## src/rtl/icache_assoc_controller.sv

```systemverilog
// Set-associative instruction cache controller: zero-cycle hit handling,
// line allocation from L2 with victim selection (first invalid way, else
// round-robin), per-line CLFLUSH and whole-cache flush by set sweep.

package icache_assoc_controller_pkg;
   typedef enum logic [1:0] {
      LOAD    = 2'd0,
      STORE   = 2'd1,
      CLFLUSH = 2'd2
   } memory_operation_e;
endpackage

module icache_assoc_controller
   import icache_assoc_controller_pkg::*;
#(
   parameter int WAYS           = 2,
   parameter int WORDS_PER_LINE = 4,
   parameter int SETS           = 64,
   parameter int WAY_W          = (WAYS > 1) ? $clog2(WAYS) : 1,
   parameter int WIDX_W         = $clog2(WORDS_PER_LINE),
   parameter int SET_W          = $clog2(SETS)
) (
   input  logic                  clk,
   input  logic                  reset,
   input  logic                  pipe_req_valid,
   input  memory_operation_e     pipe_req_type,
   input  logic                  pipe_flush_all,
   output logic                  pipe_req_fulfilled,
   output logic                  pipe_flush_done,
   input  logic [WAYS-1:0]       way_hit,
   input  logic [WAYS-1:0]       way_valid,
   output logic                  l2_req_valid,
   output memory_operation_e     l2_req_type,
   input  logic                  l2_req_fulfilled,
   output logic [WIDX_W-1:0]     fill_word_index,
   output logic                  fill_write,
   output logic [WAY_W-1:0]      fill_way,
   output logic                  install_line,
   output logic                  clear_valid,
   output logic [WAY_W-1:0]      clear_way,
   output logic                  flush_clear_all,
   output logic [SET_W-1:0]      flush_set_index
);

   localparam logic [1:0] IDLE      = 2'd0;
   localparam logic [1:0] ALLOCATE  = 2'd1;
   localparam logic [1:0] FLUSH_ALL = 2'd2;

   logic [1:0]        state_reg, state_next;
   logic [WIDX_W-1:0] word_cnt_reg, word_cnt_next;
   logic [SET_W-1:0]  flush_cnt_reg, flush_cnt_next;
   logic [WAY_W-1:0]  rr_ptr_reg, rr_ptr_next;
   logic [WAY_W-1:0]  fill_way_reg, fill_way_next;

   logic              any_hit;
   logic              all_valid;
   logic              is_clflush;
   logic              last_word;
   logic              last_set;
   logic [WAY_W-1:0]  hit_idx;
   logic [WAY_W-1:0]  victim;
   logic [WAY_W-1:0]  rr_inc;
   logic [WAY_W-1:0]  hit_term [WAYS];

   assign any_hit    = |way_hit;
   assign all_valid  = &way_valid;
   assign is_clflush = (pipe_req_type == CLFLUSH);
   assign last_word  = (word_cnt_reg == WIDX_W'(WORDS_PER_LINE - 1));
   assign last_set   = (flush_cnt_reg == SET_W'(SETS - 1));
   // A single-way cache has nothing to rotate; otherwise the pointer wraps naturally.
   assign rr_inc     = (WAYS == 1) ? '0 : rr_ptr_reg + 1'b1;

   // Each way contributes its own index when it hits; one-hot input makes the OR an encoder.
   generate
      for (genvar gi = 0; gi < WAYS; gi++) begin : g_hit
         assign hit_term[gi] = way_hit[gi] ? WAY_W'(gi) : '0;
      end
   endgenerate

   // Combine per-way hit terms into the hit way index.
   always_comb begin
      hit_idx = '0;
      for (int i = 0; i < WAYS; i++) begin
         hit_idx = hit_idx | hit_term[i];
      end
   end

   // Victim choice: lowest invalid way, falling back to the round-robin pointer.
   always_comb begin
      logic found;
      found  = 1'b0;
      victim = rr_ptr_reg;
      for (int i = 0; i < WAYS; i++) begin
         if (!found && !way_valid[i]) begin
            victim = WAY_W'(i);
            found  = 1'b1;
         end
      end
   end

   // State and datapath registers with synchronous reset.
   always_ff @(posedge clk) begin
      if (reset) begin
         state_reg     <= IDLE;
         word_cnt_reg  <= '0;
         flush_cnt_reg <= '0;
         rr_ptr_reg    <= '0;
         fill_way_reg  <= '0;
      end else begin
         state_reg     <= state_next;
         word_cnt_reg  <= word_cnt_next;
         flush_cnt_reg <= flush_cnt_next;
         rr_ptr_reg    <= rr_ptr_next;
         fill_way_reg  <= fill_way_next;
      end
   end

   // Next-state and counter update logic.
   always_comb begin
      state_next     = state_reg;
      word_cnt_next  = word_cnt_reg;
      flush_cnt_next = flush_cnt_reg;
      rr_ptr_next    = rr_ptr_reg;
      fill_way_next  = fill_way_reg;
      case (state_reg)
         IDLE: begin
            if (pipe_flush_all) begin
               state_next     = FLUSH_ALL;
               flush_cnt_next = '0;
            end else if (pipe_req_valid && !is_clflush && !any_hit) begin
               state_next    = ALLOCATE;
               word_cnt_next = '0;
               fill_way_next = victim;
               // Only evicting a valid line rotates the replacement pointer.
               if (all_valid) begin
                  rr_ptr_next = rr_inc;
               end
            end
         end
         ALLOCATE: begin
            if (l2_req_fulfilled) begin
               word_cnt_next = word_cnt_reg + 1'b1;
               if (last_word) begin
                  state_next = IDLE;
               end
            end
         end
         FLUSH_ALL: begin
            flush_cnt_next = flush_cnt_reg + 1'b1;
            if (last_set) begin
               state_next  = IDLE;
               rr_ptr_next = '0;
            end
         end
         default: begin
            state_next     = 'x;
            word_cnt_next  = 'x;
            flush_cnt_next = 'x;
            rr_ptr_next    = 'x;
            fill_way_next  = 'x;
         end
      endcase
   end

   // Output decode: IDLE outputs are Mealy (zero-cycle hits), the rest Moore plus fill strobes.
   always_comb begin
      pipe_req_fulfilled = 1'b0;
      pipe_flush_done    = 1'b0;
      l2_req_valid       = 1'b0;
      l2_req_type        = LOAD;
      fill_word_index    = '0;
      fill_write         = 1'b0;
      fill_way           = '0;
      install_line       = 1'b0;
      clear_valid        = 1'b0;
      clear_way          = '0;
      flush_clear_all    = 1'b0;
      flush_set_index    = '0;
      case (state_reg)
         IDLE: begin
            if (!pipe_flush_all && pipe_req_valid) begin
               if (is_clflush) begin
                  pipe_req_fulfilled = 1'b1;
                  if (any_hit) begin
                     clear_valid = 1'b1;
                     clear_way   = hit_idx;
                  end
               end else if (any_hit) begin
                  pipe_req_fulfilled = 1'b1;
               end
            end
         end
         ALLOCATE: begin
            l2_req_valid    = 1'b1;
            fill_word_index = word_cnt_reg;
            fill_way        = fill_way_reg;
            fill_write      = l2_req_fulfilled;
            install_line    = l2_req_fulfilled && last_word;
         end
         FLUSH_ALL: begin
            flush_clear_all = 1'b1;
            flush_set_index = flush_cnt_reg;
            pipe_flush_done = last_set;
         end
         default: begin
            pipe_req_fulfilled = 1'bx;
            pipe_flush_done    = 1'bx;
            l2_req_valid       = 1'bx;
            l2_req_type        = memory_operation_e'(2'bxx);
            fill_word_index    = 'x;
            fill_write         = 1'bx;
            fill_way           = 'x;
            install_line       = 1'bx;
            clear_valid        = 1'bx;
            clear_way          = 'x;
            flush_clear_all    = 1'bx;
            flush_set_index    = 'x;
         end
      endcase
   end

   // Two ways matching the same tag means corrupted tag state; flag it wherever hits are used.
   assert property (@(posedge clk) disable iff (reset)
      (state_reg == IDLE && pipe_req_valid) |-> $onehot0(way_hit));

endmodule
```

## config.mk

```make
export PLATFORM = sky130hd
export DESIGN_NAME = icache_assoc_controller
export DESIGN_NICKNAME = d
export VERILOG_FILES = /design/src/rtl/icache_assoc_controller.sv
export SDC_FILE = /design/constraint.sdc
export NUM_CORES = 1
export LEC_CHECK = 0
export CORE_AREA = 2 2 47 49
export CTS_CLUSTER_DIAMETER = 80
export DETAILED_ROUTE_END_ITERATION = 8
export DIE_AREA = 0 0 49 51
export PLACE_DENSITY_LB_ADDON = 0.15
export SETUP_SLACK_MARGIN = 0.1
export SYNTH_ARGS = -nofsm -noshare
export SYNTH_HDL_FRONTEND = slang
export SYNTH_SLANG_ARGS = --single-unit
```

## constraint.sdc

```tcl
create_clock -name clk -period 2.7 [get_ports clk]
set_clock_uncertainty 0.1 [all_clocks]
set_input_delay 0.27 -clock clk [delete_from_list [all_inputs] [get_ports clk]]
set_output_delay 0.27 -clock clk [all_outputs]
set_load 0.005 [all_outputs]
```

==> impl_metrics.tcl, run 1 <==
set metrics [dict create \
    cp.arrival_ns 1.99 \
    required_ns 2.33 \
    diodes 0 \
    viasPerCell 5.10 \
    coreArea_um2 2060 \
    synth_top_family_by_area "simple AND/OR/NAND/NOR gates" \
    grt_pass1_vias 730 \
    dieHeight_um 51 \
    drt_first_iter_violations 9 \
    r2r_slack_ns 0.76 \
    grt_pass1_wl_mm 3.12 \
    synth_simple_gate_area_frac 0.306 \
    place_congestion 0.815 \
    drive_gt1_frac 0.0677 \
    start_util 0.406 \
    hpwlAfterDp_mm 1.47 \
    ys_seq_area_frac 0.287 \
    drt_wl_total_mm 1.83 \
    cts_buffer_depth 2 \
    ys_types 39 \
    syn_area_per_cell_um2 7.91 \
    antenna_found_initial 0 \
    cts_tree "done" \
    hold_class "flop to flop" \
    grt_use_total 0.163 \
    peakVddDrop_mv 0.491 \
    fin_ws_ns 0.345 \
    max_stage_delay_ns 0.50 \
    syn_to_final_growth_pct 38.1 \
    min_period_ns 2.36 \
    largest_reg_flops 6 \
    ys_ff_latch 12 \
    cp-start-kind "flop" \
    post_cts_buffers 0 \
    clock_sinks 12 \
    pin_count 30 \
    holdBufCountCts 0 \
    crit_slowest_cell "clkdlybuf4s50_1" \
    critPathBufInv 2 \
    synth_compound_area_frac 0.193 \
    fin_util 0.561 \
    leakagePower_nw 0.434 \
    path_cells "inv_1 -> ha_1 -> nor2_1 -> and3_1 -> clkdlybuf4s50_1" \
    drt_pass1_iterations 5 \
    num-fill-cells 211 \
    end_kind "primary output" \
    path_class "flop to primary output" \
    drcViolationCount 0 \
    grt_max_degree 15 \
    antenna_left 0 \
    setup_viol 0 \
    final-hold-violation-count 0 \
    powerDensity_nw_per_um2 625 \
    postSynthCellCount 106 \
    rsz0062_at_grt "no" \
    yosysWarningCount 0 \
    dp_slack_ns 0.622 \
    cts_buffers 3 \
    setup_tns_ns 0 \
    status "finished clean" \
    critPathMaxFanout 14 \
    min_period_over_period 0.872 \
    fin_nets 150 \
    crit_family "buffers and inverters" \
    clk_pin_slew_worst_paths_ns 0.09 \
    syn-cell-area_um2 838 \
    fmax_ghz 0.425 \
    clock_latency_ns 0.28 \
    vias 821 \
    max-slew-margin-rel 0.509 \
    die-area_um2 2500 \
    synth-xor-area-share 0.0522 \
    htree_levels 1 \
    synthMuxAreaShare 0.0119 \
    portBuffers 27 \
    cts_resized 0 \
    worstMarginPinSlew_ns 0.731 \
    slew_viol_final 0 \
    final_cell_mix "clkdlybuf4s50_1 (27), dfxtp_1 (12), nor2_1 (10), inv_1 (9), nand2_1 (8)" \
    die_w_um 49 \
    drv_cap 0 \
    core.rowCount 17 \
    synth_fa_ha_area_frac 0.0746 \
    root_buffer "clkbuf_4" \
    grt_overflow_total 0 \
    layout_commonest_cell "clkdlybuf4s50_1" \
    whs_ns 0.375 \
    wl_per_cell_um 11.4 \
]
cells in the mapped netlist, drive strengths merged:
cell type | instances | share of area
and2 | 7 | 0.052
and3 | 1 | 0.0075
o41ai | 1 | 0.010
or2 | 1 | 0.010
or4 | 1 | 0.0090
o31a | 3 | 0.034
clkbuf | 3 | 0.013
and4 | 1 | 0.012
a21boi | 1 | 0.0090
nand2 | 8 | 0.036
conb | 1 | 0.0045
o21a | 2 | 0.018
o311ai | 1 | 0.010
or3 | 1 | 0.0075
o31ai | 4 | 0.036
nor3b | 1 | 0.0090
nor2b | 1 | 0.0075
dfxtp | 12 | 0.29
nand3b | 1 | 0.0090
and2b | 1 | 0.0090
nand3 | 2 | 0.012
mux2i | 1 | 0.012
o21ai | 3 | 0.018
ha | 5 | 0.075
a211o | 1 | 0.010
nand2b | 2 | 0.024
inv | 9 | 0.040
nor4b | 1 | 0.010
a211oi | 1 | 0.0090
nor3 | 4 | 0.024
buf | 2 | 0.018
nor2 | 10 | 0.045
nor4 | 2 | 0.015
o41a | 1 | 0.013
nand4 | 1 | 0.0075
a21oi | 4 | 0.024
xnor2 | 5 | 0.052
final timing paths:
kind	startpoint	end	depth (start not counted)
worst max register to register	state_reg[1]	flush_cnt_reg[2]	5
worst min-delay path	fill_way_reg	fill_way_reg	2
worst min register to register	fill_way_reg	fill_way_reg	2
worst max-delay path	state_reg[0]	install_line	5
per-stage QoR:
step / instances / power (mW) / cell area (um2)
3_5_place_dp: 157 / 0.584 / 1120
4_1_cts: 161 / 0.733 / 1160
6_report: 161 / 0.723 / 1160
5_1_grt: 161 / 0.783 / 1160
3_3_place_gp: 157 / 0.580 / 1120
2_1_floorplan: 107 / 0.466 / 842
power by group:
group,internal (mW),switching [mW],total (mW)
registers,0.207,0.0222,0.229
logic,0.161,0.185,0.347
clock network,0.0819,0.0650,0.147
worst register-to-register path: stages (launching register included):
cell,delay [ns]
dfxtp_1,0.36
inv_1,0.08
ha_1,0.27
nor2b_1,0.25
o31ai_1,0.63
nor2_1,0.11
layout make-up:
| class | count | area [um2] | share of cell area |
|---|---|---|---|
| clock buffers | 4 | 36.3 | 0.0314 |
| repair buffers | 27 | 270 | 0.234 |
| inverters | 9 | 33.8 | 0.0292 |
| multi-input cells | 81 | 542 | 0.468 |
| flip-flops and latches | 12 | 240 | 0.208 |
| well taps | 28 | 35.0 | 0.0303 |
cells by family after synthesis:
logic type,after synthesis
muxes,1
other,1
buffers and inverters,14
AOI/OAI and AO/OA,22
adders and majority gates,5
and+or+nand+nor,46
DFF,12
xor gates and xnor gates,5
layer usage:
layer  up-vias  GRT usage  routed length (um)
met1       375      0.207                 901
li1        424          -                   -
met3         4     0.0292                  80
met5         -          0                   0
met2        18      0.265                 828
met4         0     0.0857                  21
Power figures use the tool's default switching activity.
==> run 2, diff against run 1 <==
Settings changed: SKIP_LAST_GASP set to 1.
==> results of run 2 <==
The final DEF is identical to that of run 1; final timing and power are the same.
